### config.mk
export PLATFORM = sky130hd
export DESIGN_NAME = spike_rate_monitor_flat
export DESIGN_NICKNAME = d
export VERILOG_FILES = /design/src/rtl/spike_rate_monitor_if.sv /design/src/rtl/spike_rate_monitor.sv /design/src/flat_wrapper.sv
export SDC_FILE = /design/constraint.sdc
export NUM_CORES = 1
export LEC_CHECK = 0
export CAP_MARGIN = 20
export CORE_MARGIN = 2
export CORE_UTILIZATION = 59
export DETAILED_ROUTE_END_ITERATION = 6
export PLACE_DENSITY_LB_ADDON = 0.08
export SYNTH_ARGS = -nofsm -noshare
export SYNTH_HDL_FRONTEND = slang
export SYNTH_SLANG_ARGS = --single-unit
export TNS_END_PERCENT = 20
### constraint.sdc
create_clock -name clk -period 4.8 [get_ports clk]
set_input_delay 0.96 -clock clk [delete_from_list [all_inputs] [get_ports clk]]
set_output_delay 0.96 -clock clk [all_outputs]
set_load 0.01 [all_outputs]
### src/rtl/spike_rate_monitor_if.sv
// Result bus of the spike rate monitor: windowed rate with valid/ready and overrun,
// plus the ISI and burst measurements that ride alongside it.
interface spike_rate_monitor_if;
  logic [7:0] rate;
  logic       rate_valid;
  logic       rate_ready;
  logic       overrun;
  logic [7:0] isi;
  logic       burst;

  modport master (
    output rate, rate_valid, overrun, isi, burst,
    input  rate_ready
  );

  modport slave (
    input  rate, rate_valid, overrun, isi, burst,
    output rate_ready
  );
endinterface

### src/rtl/spike_rate_monitor.sv
// Converts the neuron spike bit into a windowed firing-rate count, last inter-spike
// interval and burst flag; the rate is handed off over valid/ready with sticky overrun.
module spike_rate_monitor #(
  parameter int WIN_LOG_BASE = 6,
  parameter int BURST_ISI    = 4
) (
  input  logic       clk,
  input  logic       rst_n,
  input  logic       en,
  input  logic       spike_in,
  input  logic [1:0] win_sel,
  spike_rate_monitor_if.master rbus
);

  localparam logic [7:0] BURST_TH = 8'(BURST_ISI);

  typedef enum logic {IDLE, RUN} state_t;

  // Terminal count for the selected window: N-1 with N = 2^(WIN_LOG_BASE+sel).
  function automatic logic [9:0] win_last(input logic [1:0] sel);
    logic [10:0] n;
    n = 11'd1 << (WIN_LOG_BASE + int'(sel));
    return 10'(n - 11'd1);
  endfunction

  function automatic logic [7:0] sat_inc(input logic [7:0] v, input logic inc);
    return (v == 8'hFF) ? v : v + {7'd0, inc};
  endfunction

  state_t     state;
  logic       spike_q;
  logic [7:0] acc;
  logic [9:0] win_cnt;
  logic [7:0] isi_cnt;
  logic [7:0] rate;
  logic       rate_valid;
  logic       overrun;
  logic [7:0] isi;
  logic       burst;

  logic ev;
  logic xfer;
  logic win_done;
  logic ovr_set;

  assign ev       = spike_in & ~spike_q;
  assign xfer     = rate_valid & rbus.rate_ready;
  assign win_done = (state == RUN) & en & (win_cnt == 10'd0);
  // A completion while the previous result is still pending and not being taken.
  assign ovr_set  = win_done & rate_valid & ~rbus.rate_ready;

  always_ff @(posedge clk) begin
    if (!rst_n) begin
      state      <= IDLE;
      spike_q    <= 1'b0;
      acc        <= 8'd0;
      win_cnt    <= 10'd0;
      isi_cnt    <= 8'hFF;
      rate       <= 8'd0;
      rate_valid <= 1'b0;
      overrun    <= 1'b0;
      isi        <= 8'd0;
      burst      <= 1'b0;
    end else begin
      spike_q <= spike_in;

      if (win_done)  rate_valid <= 1'b1;
      else if (xfer) rate_valid <= 1'b0;

      if (ovr_set)   overrun <= 1'b1;
      else if (xfer) overrun <= 1'b0;

      case (state)
        IDLE: begin
          if (en) begin
            win_cnt <= win_last(win_sel);
            acc     <= 8'd0;
            state   <= RUN;
          end
        end
        RUN: begin
          if (!en) begin
            state <= IDLE;
            acc   <= 8'd0;
          end else begin
            if (ev) begin
              isi     <= isi_cnt;
              burst   <= (isi_cnt <= BURST_TH);
              isi_cnt <= 8'd1;
            end else begin
              isi_cnt <= sat_inc(isi_cnt, 1'b1);
            end

            if (win_cnt != 10'd0) begin
              acc     <= sat_inc(acc, ev);
              win_cnt <= win_cnt - 10'd1;
            end else begin
              // Windows run back-to-back; win_sel is re-sampled only here.
              rate    <= sat_inc(acc, ev);
              acc     <= 8'd0;
              win_cnt <= win_last(win_sel);
            end
          end
        end
        default: state <= IDLE;
      endcase
    end
  end

  assign rbus.rate       = rate;
  assign rbus.rate_valid = rate_valid;
  assign rbus.overrun    = overrun;
  assign rbus.isi        = isi;
  assign rbus.burst      = burst;

endmodule

### src/flat_wrapper.sv
// flat-port wrapper written by rule: the top's interface ports become plain ports
module spike_rate_monitor_flat 
#(
  parameter int WIN_LOG_BASE = 6,
  parameter int BURST_ISI    = 4
)
  (clk, rst_n, en, spike_in, win_sel, rbus_rate, rbus_rate_valid, rbus_overrun, rbus_isi, rbus_burst, rbus_rate_ready);
  spike_rate_monitor_if rbus_i ();
  input  logic clk;
  input  logic rst_n;
  input  logic en;
  input  logic spike_in;
  input  logic [1:0] win_sel;
  output wire logic [$bits(rbus_i.rate)-1:0] rbus_rate;
  output wire logic [$bits(rbus_i.rate_valid)-1:0] rbus_rate_valid;
  output wire logic [$bits(rbus_i.overrun)-1:0] rbus_overrun;
  output wire logic [$bits(rbus_i.isi)-1:0] rbus_isi;
  output wire logic [$bits(rbus_i.burst)-1:0] rbus_burst;
  input wire logic [$bits(rbus_i.rate_ready)-1:0] rbus_rate_ready;
  assign rbus_rate = rbus_i.rate;
  assign rbus_rate_valid = rbus_i.rate_valid;
  assign rbus_overrun = rbus_i.overrun;
  assign rbus_isi = rbus_i.isi;
  assign rbus_burst = rbus_i.burst;
  assign rbus_i.rate_ready = rbus_rate_ready;
  spike_rate_monitor #(.WIN_LOG_BASE(WIN_LOG_BASE), .BURST_ISI(BURST_ISI)) u_core (.clk(clk), .rst_n(rst_n), .en(en), .spike_in(spike_in), .win_sel(win_sel), .rbus(rbus_i));
endmodule
After elaboration in Yosys (flattened, before gate mapping):

Index checks and enable logic that the tools add are counted.
Widths: inputs -> output; s select.

* reduce and logical (&&, ||, !) cells: 8
* bitwise operators: 10
* $add $sub $neg: 5
* $lt $le $gt $ge: 1
* multiplexer cells: 15
* equal/unequal tests: 5
* shift-type cells: 1

Operators by type and width (count)
* $mux 8: 6
* $shl 1x32->10 const A: 1
* $mux 10: 3
* $pmux 10 s2: 1
* $sub 10x1->10 const B: 2
* $eq 8x8->1 const B: 2
* $pmux 8 s2: 1
* $logic_not 10->1: 1
* $reduce_bool 10->1: 1
* $reduce_and 3->1: 3
* $add 8x1->8: 1
* $add 8x1->8 const B: 1
* $le 8x3->1 const B: 1
* $and 1x1->1: 6
* $add 3x2->4 const A: 1
* $mux 1: 4
* $ne 2x2->1 const B: 2
* $not 1->1: 4
* $reduce_bool 2->1: 2
* $ne 2x1->1 const B: 1
* $reduce_and 2->1: 1

* word-level logic and storage cells: 55
* output and inout bits: 19
* bits in registers: 47
* input port bits: 7

Longest topological paths before layout:

Gate-level depths: netlist of the first run.

* depth in word-level cells: 7
* mapped depth: 7
* depth with buffers taken out: 7

Least setup slack after synthesis of the first run:

No wires, ideal clock.

* kind: input port to flip-flop
* from: input spike_in
* to: register u_core.acc[5]
* slack: 2.660 ns
* path buffers: 0
* data required time: 4.672 ns
* arrival: 2.012 ns
* stages on the path: 7
* setup time: 0.128 ns
* path through: nand2b_1 inv_1 ha_1 and4_1 a21o_1 a32oi_1 nor2_1

* longest elaborated chain between the ends: 6

Ends and longest elaborated chain
* from (decl): RTL line flat_wrapper.sv:12 `input logic spike_in;`
* $and 1x1->1: RTL line spike_rate_monitor.sv:46 `assign ev = spike_in & ~spike_q;`
* $add 8x1->8: RTL line spike_rate_monitor.sv:27 `return (v == 8'hFF) ? v : v + {7'd0, inc};`
* $mux 8
* $mux 8: RTL line spike_rate_monitor.sv:94 `if (win_cnt != 10'd0) begin`
* $mux 8: RTL line spike_rate_monitor.sv:82 `if (!en) begin`
* $pmux 8 s2: RTL line spike_rate_monitor.sv:73 `case (state)`
* to (signal assigned): RTL line spike_rate_monitor.sv:95 `acc <= sat_inc(acc, ev);`
* to (decl): RTL line spike_rate_monitor.sv:32 `logic [7:0] acc;`

No other way between the ends.
A chain may end at the register's enable or synchronous reset.

Worst setup path in the final report of the first run:

* from: input en
* to: register u_core.acc[7]

* longest elaborated chain between the ends: 2
* elaborated cells between the ends (all ways): 3
* classes of those cells: eq/ne: 1; mux: 2

Ends and longest elaborated chain
* from (decl): RTL line flat_wrapper.sv:11 `input logic en;`
* $mux 8: RTL line spike_rate_monitor.sv:82
* $pmux 8 s2: RTL line spike_rate_monitor.sv:73

Several ways; a longest one is shown, not always the timed one.

==> results.py, run 1 <==
metrics = {
    "sta": {
        "fin_crit_ps": 2751,
        "drv_slew": 0,
        "min_period_over_period_pct": 57.32,
        "slew_headroom_pct": 34.45,
        "clock_skew_ps": 8.278,
        "hold_viol_final": 0,
        "tns_ps": 0,
        "timing.fmax_ghz": 0.3635,
        "setup_viol": 0,
        "worst_slew_pin_slew_ps": 978.6,
        "rsz0062_at_grt": "false",
    },
    "placement": {
        "postPlaceCellArea_sq_um": 2449,
        "globalplace.congestion": 0.8551,
        "place_hpwl_um": 3234,
        "io_buffers": 25,
    },
    "clock_tree": {
        "ctsLongestPathBuffers": 2,
        "cts.clk_slew.worst_paths_ps": 90,
        "cts_tree": "yes",
        "clk_latency_ps": 300,
        "cts.sinks": 47,
        "cts_setup_buffers": 0,
        "cts-htree-levels": 2,
        "cts_resized": 0,
        "hold_buffers": 0,
        "root_buffer": "clkbuf_8",
        "numCtsBuffers": 5,
    },
    "final_layout": {
        "final_common_cell": "dfxtp_1",
        "antenna_cells": 0,
        "fillers": 323,
        "layout_common_cells": "47 x dfxtp_1, 38 x nand2_1, 28 x a21oi_1, 25 x clkdlybuf4s50_1, 20 x nor2_1",
        "fin_nets": 299,
        "stdcell_area_sq_um": 2561,
        "seq_area_sq_um": 940.9,
        "multi_input_area_sq_um": 1164,
        "area_growth_pct": 16.51,
        "drive_above_1_share_pct": 4.167,
    },
    "global_routing": {
        "grt-ovfl-total": 0,
        "antenna_found_initial": 0,
        "grt_max_degree": 34,
        "track_usage_pct": 24.12,
        "grt_first_pass_wirelength_um": 8059,
        "grt_pass1_vias": 1773,
    },
    "synthesis": {
        "netlist_area_sq_um": 2198,
        "synthCells": 269,
        "ys_seq_area_share_pct": 42.80,
        "yosysWarnings": 0,
        "synth_nets": 281,
        "synth.distinct_cells": 41,
        "ys_ff_latch": 47,
        "synth.avg_cell_area_sq_um": 8.172,
    },
    "floorplanning": {
        "die_y_um": 65.04,
        "core-area_sq_um": 3633,
        "io_pins": 26,
        "die_area_sq_um": 4230,
        "std_cell_rows": 22,
        "start_util_pct": 60.50,
        "die_w_um": 65.04,
    },
    "power_and_ir_drop": {
        "peakVddDrop_uv": 180.5,
        "p_sw_share_pct": 27.23,
        "finalPower_mw": 0.7525,
        "switchingPower_mw": 0.2049,
        "combPwrFrac_pct": 12.4,
        "intPower_mw": 0.5476,
        "leakage_nw": 0.9357,
        "powerDensity_nw_per_um2": 293.8,
        "clkPwrFrac_pct": 30.9,
        "pwr-share-seq_pct": 56.7,
    },
    "setup_path": {
        "rr_startpoint": "u_core.win_cnt[0]",
        "crit_fanout": 14,
        "crit_arrival_ps": 2970,
        "end_kind": "flop",
        "rrSetupSlack_ps": 2600,
        "cp-start-kind": "input port",
        "path_class": "in -> reg",
        "startpoint": "en",
        "r2r.worst_path.cells": 6,
        "r2r-end": "u_core.rbus.rate[1]",
        "cp.required_ps": 5020,
    },
    "routing": {
        "wl_per_cell_um": 14.23,
        "vias": 1960,
        "drtIter0Drc": 111,
        "firstDrtPassIters": 4,
        "drtAntennaViolNets": 0,
        "vias_per_cell": 5.833,
        "route.detailed.drc": 0,
        "drt-total-wl_um": 4782,
    },
    "worst_hold_path": {
        "hold_start": "u_core.rbus.rate[6]",
        "hold_class": "reg -> reg",
        "whs_endpoint": "u_core.rbus.rate[6]",
        "worstHoldPathCells": 2,
    },
    "status": {
        "status": "completed",
    },
    "flow_run": {
        "drv_cap": 0,
    },
}
## layout make-up
class | instances | area share [%]
sequential | 47 | 36.74
tap | 48 | 2.345
timing repair buffer | 26 | 10.85
clock inverter | 2 | 0.4885
inverter | 9 | 1.319
clock buffer | 6 | 2.833
multi-input combinational | 198 | 45.43
## cells by family after synthesis
group | synth area share [%]
multiplexers | 0.9107
AND/OR/NAND/NOR | 26.01
XOR/XNOR | 3.187
AO/OA/AOI/OAI | 19.98
flip-flops | 42.80
adder cells (fa/ha/maj) | 2.846
buffers and inverters | 4.268
## synthesized netlist by cell type (all sizes together)
library cell	n	area (sq um)
a21o	2	15.01
nor3	7	35.03
a211oi	5	37.54
or2	1	6.260
nand2	38	142.6
o31ai	6	45.04
a21oi	28	140.1
nor2	20	75.07
a311oi	1	8.760
nor2b	3	18.77
buf	1	5.000
o211ai	4	30.03
nor4	5	46.29
nand3	9	45.04
or4	2	15.01
nor4b	1	8.760
a32oi	2	17.52
dfxtp	47	940.9
and3	1	6.260
a31oi	4	25.02
nand2b	4	25.02
o22ai	2	12.51
or3b	1	8.760
nand4	11	68.82
xnor2	6	52.55
ha	5	62.56
nor3b	1	7.510
and2	4	25.02
and4	3	26.28
a22oi	1	7.510
xor2	2	17.52
inv	9	33.78
nand4bb	1	11.26
o21ba	1	10.01
clkbuf	14	55.05
a41oi	2	17.52
mux2i	2	20.02
o311ai	2	17.52
o21ai	11	55.05
## critical path, stage by stage
cell and delay, ps:
clkdlybuf4s50_1 720, nand2_1 130, a31oi_1 740, o21ai_0 210, a31oi_1 210
## flip-flops by register name, indices dropped and copies added (netlist names)
name                    cells
u_core.state                1
u_core.rbus.burst           1
u_core.rbus.rate            8
u_core.isi_cnt              8
u_core.rbus.isi             8
u_core.rbus.overrun         1
u_core.spike_q              1
u_core.rbus.rate_valid      1
u_core.acc                  8
u_core.win_cnt             10
## worst max-delay path by stage
| stage | to | slack (ps) |
|---|---|---|
| after global placement | u_core.rbus.rate[1] | 1730 |
| after CTS | u_core.rbus.rate[1] | 2030 |
| after global routing | u_core.acc[7] | 1820 |
| final | u_core.acc[7] | 2050 |
| after floorplan | u_core.acc[5] | 2660 |
| after detailed placement | u_core.rbus.rate[1] | 1710 |
## power by group through the flow
stage	Clock (mW)	Sequential, mW	Combinational [mW]
after floorplan	0	0.428	0.0708
after global placement	0	0.435	0.0877
after detailed placement	0	0.435	0.0893
after CTS	0.236	0.426	0.0898
after global routing	0.252	0.429	0.105
final	0.233	0.427	0.0932
## per-stage QoR
step	hold slack, ps	setup slack (ps)	cells	utilization [%]
6_report	453.4	2049	336	70.49
2_1_floorplan	451.4	2660	269	-
3_3_place_gp	439.3	1732	327	67.39
4_1_cts	454.1	2035	335	69.73
3_5_place_dp	442.9	1715	327	67.39
5_1_grt	479.6	1822	336	70.49
## routing by layer
layer	share of wire, %	wire length (um)	track usage (%)	vias up
met4	1.3	63	7.813	0
met2	45	2157	39.30	41
met1	50	2378	32.83	901
li1	-	-	-	1011
met5	0	0	0	-
met3	3.8	182	3.646	7
No activity file was read; power rests on OpenSTA's default activity.
==> inputs of run 2 (changes only) <==
--- a/config.mk
+++ b/config.mk
@@ -7,7 +7,7 @@
 export LEC_CHECK = 0
 export CAP_MARGIN = 20
 export CORE_MARGIN = 2
-export CORE_UTILIZATION = 59
+export CORE_UTILIZATION = 50
 export DETAILED_ROUTE_END_ITERATION = 6
 export PLACE_DENSITY_LB_ADDON = 0.08
 export SYNTH_ARGS = -nofsm -noshare
==> constraint.sdc (replaced) <==
create_clock -name clk -period 2.5 [get_ports clk]
set_input_delay 0.5 -clock clk [delete_from_list [all_inputs] [get_ports clk]]
set_output_delay 0.5 -clock clk [all_outputs]
set_load 0.01 [all_outputs]
==> run 2 against run 1 <==
- register-to-register slack got worse by 2000 ps
- non-clock buffer count increased by 10
- via count is 1.6% higher
- sequential power rose by 92%
- final cell count is 4.2% higher
- routed wire length is 0.98% lower
- largest cell class unchanged
- largest power group unchanged
==> results.py, run 2 (synthesized netlist as in run 1, its figures left out) <==
metrics = {
    "global_routing": {
        "track_usage_pct": 20.33,
        "antenna_found_initial": 0,
        "grt_first_pass_wirelength_um": 8135,
        "grt_pass1_vias": 1734,
        "grt_max_degree": 16,
        "grt-ovfl-total": 0,
    },
    "clock_tree": {
        "cts_tree": "yes",
        "cts-htree-levels": 2,
        "cts.clk_slew.worst_paths_ps": 80,
        "root_buffer": "clkbuf_8",
        "ctsLongestPathBuffers": 2,
        "clk_latency_ps": 300,
        "hold_buffers": 0,
        "cts.sinks": 47,
        "cts_setup_buffers": 0,
        "cts_resized": 0,
        "numCtsBuffers": 5,
    },
    "sta": {
        "hold_ws_ps": 453.2,
        "setup_slack_ps": 516.4,
        "fin_crit_ps": 1984,
        "setup_viol": 0,
        "timing.fmax_ghz": 0.5041,
        "tns_ps": 0,
        "hold_viol_final": 0,
        "worst_slew_pin_slew_ps": 594.8,
        "clock_skew_ps": 5.581,
        "rsz0062_at_grt": "false",
        "slew_headroom_pct": 60.20,
        "drv_slew": 0,
        "min_period_over_period_pct": 79.34,
    },
    "final_layout": {
        "area_growth_pct": 19.92,
        "drive_above_1_share_pct": 7.383,
        "largest_register": "u_core.win_cnt",
        "fin_cells": 350,
        "final_common_cell": "dfxtp_1",
        "stdcell_area_sq_um": 2636,
        "layout_common_cells": "47 x dfxtp_1, 38 x nand2_1, 28 x a21oi_1, 25 x clkdlybuf4s50_1, 20 x nor2_1",
        "final_util_pct": 61.39,
        "antenna_cells": 0,
        "seq_area_sq_um": 940.9,
        "fin_nets": 309,
        "multi_input_area_sq_um": 1164,
        "largest_reg_flops": 10,
        "fillers": 414,
    },
    "routing": {
        "vias": 1991,
        "vias_per_cell": 5.689,
        "drt-total-wl_um": 4735,
        "drtIter0Drc": 111,
        "firstDrtPassIters": 4,
        "route.detailed.drc": 0,
        "drtAntennaViolNets": 0,
        "wl_per_cell_um": 13.53,
    },
    "setup_path": {
        "crit_fanout": 6,
        "cp-start-kind": "input port",
        "cp.required_ps": 2700,
        "end_kind": "flop",
        "path_class": "in -> reg",
        "crit_arrival_ps": 2180,
    },
    "placement": {
        "place_hpwl_um": 3396,
        "globalplace.congestion": 0.8304,
        "dp_slack_ps": 215.6,
        "io_buffers": 25,
        "postPlaceCellArea_sq_um": 2536,
        "place_inst": 342,
    },
    "floorplanning": {
        "std_cell_rows": 24,
        "core-area_sq_um": 4294,
        "die_w_um": 70.31,
        "die_y_um": 70.31,
        "io_pins": 26,
        "start_util_pct": 51.19,
        "die_area_sq_um": 4943,
    },
    "flow_run": {
        "drv_cap": 0,
    },
    "status": {
        "status": "completed",
    },
    "worst_hold_path": {
        "hold_class": "reg -> reg",
    },
    "power_and_ir_drop": {
        "peakVddDrop_uv": 239.7,
        "powerDensity_nw_per_um2": 570.7,
        "finalPower_mw": 1.505,
        "leakage_nw": 0.9880,
    },
}
-- run 2: changes by cell type in the layout (fill, tap and decap cells not counted), sizes merged --
cell / delta
buf: +10
clkbuf: +2
clkinv: -1
clkinvlp: -1
-- run 2: cell type report --
class                      count  area share (%)
tap                           52           2.468
clock buffer                   8           3.797
multi-input combinational    198           44.14
inverter                       9           1.281
timing repair buffer          36           12.62
sequential                    47           35.69
-- run 2: worst paths after layout --
| check | from | to | slack (ps) | cells after the start |
|---|---|---|---|---|
| min reg2reg | u_core.rbus.rate[5] | u_core.rbus.rate[5] | 450 | 2 |
| min | u_core.rbus.rate[5] | u_core.rbus.rate[5] | 450 | 2 |
| max | spike_in | u_core.acc[5] | 520 | 8 |
| max reg2reg | u_core.win_cnt[0] | u_core.acc[6] | 640 | 7 |
-- run 2: metal layers --
layer / vias up / wire length (um) / part of all wire, % / track usage (%)
met4: 0 / 40 / 0.84 / 7.692
met5: - / 0 / 0 / 0
met1: 929 / 2328 / 49 / 27.85
li1: 1029 / - / - / -
met3: 4 / 152 / 3.2 / 3.319
met2: 29 / 2214 / 47 / 32.08
-- run 2: where the power goes --
| part | internal [mW] | switching, mW |
|---|---|---|
| registers | 0.779 | 0.0400 |
| clock network | 0.253 | 0.248 |
| logic | 0.0838 | 0.102 |
-- run 2: worst max-delay path, cell delays in order --
cell	delay (ps)
clkdlybuf4s50_1	470
nand2b_1	110
inv_1	180
ha_1	270
and4_1	260
nand4_1	130
a32oi_1	210
nor2_1	50
==> inputs of run 3 (changes only) <==
==> constraint.sdc (replaced) <==
create_clock -name clk -period 1.6 [get_ports clk]
set_input_delay 0.32 -clock clk [delete_from_list [all_inputs] [get_ports clk]]
set_output_delay 0.32 -clock clk [all_outputs]
set_load 0.01 [all_outputs]
==> run 3 against run 2 <==
- the flow now finishes with violations (negative setup slack)
- routed wire length up 32%
- hold slack lost 180 ps
- sequential power is 54% higher
- clock-buffer cell count shrank 2
- clock skew is 1.4 ps higher
- sequential cell count unchanged
- utilization up 16 points
- clock power up 100%
- critical path depth down 3
==> results.py, run 3 (synthesized netlist as in run 1, its figures left out) <==
metrics = {
    "clock_tree": {
        "cts.clk_slew.worst_paths_ps": 90,
        "cts.sinks": 47,
        "root_buffer": "clkbuf_8",
        "cts_tree": "yes",
        "clk_latency_ps": 300,
        "hold_buffers": 0,
        "numCtsBuffers": 5,
        "ctsLongestPathBuffers": 2,
        "cts-htree-levels": 2,
    },
    "power_and_ir_drop": {
        "peakVddDrop_uv": 469.0,
        "leakage_nw": 1.324,
        "powerDensity_nw_per_um2": 857.1,
        "finalPower_mw": 2.858,
    },
    "routing": {
        "drtIter0Drc": 127,
        "wl_per_cell_um": 15.70,
        "route.detailed.drc": 0,
        "firstDrtPassIters": 5,
        "vias": 2300,
        "drt-total-wl_um": 6247,
        "vias_per_cell": 5.779,
        "drtAntennaViolNets": 0,
    },
    "setup_path": {
        "critical-path-top-delay-family": "simple AND/OR/NAND/NOR gates",
        "path_class": "reg -> reg",
        "cp-start-kind": "flop",
        "cp.required_ps": 1820,
        "cp_num_buf_inv": 1,
        "critPathSlowestCell": "or4_4",
        "path_cells": "or4_4, nor4_4, buf_6, nor2_2, a311oi_1",
        "slowest_delay_ps": 590,
        "crit_fanout": 5,
        "crit_arrival_ps": 1880,
        "end_kind": "flop",
    },
    "placement": {
        "place_inst": 379,
        "dp_slack_ps": -418.9,
        "place_hpwl_um": 3893,
        "io_buffers": 25,
        "globalplace.congestion": 0.8397,
    },
    "flow_run": {
        "drv_cap": 0,
    },
    "sta": {
        "hold_ws_ps": 268.9,
        "min_period_over_period_pct": 103.9,
        "setup_viol": 11,
        "drv_slew": 0,
        "timing.fmax_ghz": 0.6017,
        "clock_skew_ps": 6.950,
        "slew_headroom_pct": 74.36,
        "hold_viol_final": 0,
        "rsz0062_at_grt": "true",
        "worst_slew_pin_slew_ps": 383.1,
        "setup_slack_ps": -61.93,
        "fin_crit_ps": 1662,
    },
    "final_layout": {
        "largest_reg_flops": 10,
        "area_growth_pct": 51.68,
        "fillers": 320,
        "layout_common_cells": "49 x buf_4, 42 x dfxtp_1, 38 x nand2_1, 24 x a21oi_1, 22 x clkdlybuf4s50_1",
        "largest_register": "u_core.win_cnt",
        "fin_cells": 398,
        "fin_nets": 357,
        "final_util_pct": 77.65,
        "final_common_cell": "buf_4",
        "antenna_cells": 0,
        "drive_above_1_share_pct": 32.66,
    },
    "floorplanning": {
        "die_area_sq_um": 4943,
        "die_y_um": 70.31,
        "io_pins": 26,
        "std_cell_rows": 24,
        "die_w_um": 70.31,
        "core-area_sq_um": 4294,
        "start_util_pct": 51.19,
    },
    "global_routing": {
        "grt-ovfl-total": 0,
        "antenna_found_initial": 0,
        "track_usage_pct": 24.44,
        "grt_pass1_vias": 2102,
        "grt_max_degree": 19,
        "grt_first_pass_wirelength_um": 9646,
    },
    "worst_hold_path": {
        "hold_class": "in -> reg",
    },
    "status": {
        "status": "complete, but fails checks",
        "violations": "negative setup slack",
    },
}
-- run 3: changes by cell type in the layout (fill, tap and decap cells not counted), sizes merged --
cell / delta
bufinv: +2
clkdlybuf4s50: -3
dlymetal6s2s: +3
buf: +48
clkbuf: -2
-- run 3: cell type report --
type | count | area [sq um] | share of cell area (%)
multi-input combinational | 198 | 1400 | 41.99
inverter | 9 | 33.78 | 1.013
tap | 52 | 65.06 | 1.951
sequential | 47 | 947.2 | 28.41
timing repair buffer | 84 | 755.7 | 22.66
clock inverter | 2 | 60.06 | 1.801
clock buffer | 6 | 72.57 | 2.176
-- run 3: metrics by stage --
step                cell area [sq um]  TNS (ps)
detailed placement               2833    -11950
CTS                              3065    -240.6
global route                     3334     -1599
global placement                 2833    -11470
finish                           3334    -339.2
floorplan                        2211    -382.1
-- run 3: final timing paths --
path / from / endpoint / slack [ps] / depth (start not counted)
max: u_core.win_cnt[5] / u_core.rbus.rate[2] / -60 / 5
min: spike_in / u_core.spike_q / 270 / 2
max reg2reg: u_core.win_cnt[5] / u_core.rbus.rate[2] / -60 / 5
min reg2reg: u_core.rbus.burst / u_core.rbus.burst / 450 / 2
-- run 3: worst reg2reg max path: stages, from the launching register on --
cell and delay, ps:
dfxtp_2 330, or4_4 590, nor4_4 220, buf_6 180, nor2_2 40, a311oi_1 220
-- run 3: repair_timing --
item	CTS	global route
setup endpoints to repair	28	42
setup buffers	0	9
cloned	2	0
resized for setup	21	47
pin swaps	4	17
-- run 3: power breakdown --
part	leakage, nW	switching [mW]	total (mW)	internal [mW]
clock	0.0654	0.396	1.02	0.624
combinational	0.874	0.286	0.576	0.291
sequential	0.385	0.0419	1.26	1.22
total	1.32	0.724	2.86	2.13
-- run 3: layer usage --
layer	vias up	global-route usage [%]	share of wire, %
met4	0	11.11	2.3
met5	-	0	0
met3	17	5.483	4.3
met2	65	40.46	52
met1	1093	30.07	41
li1	1125	-	-
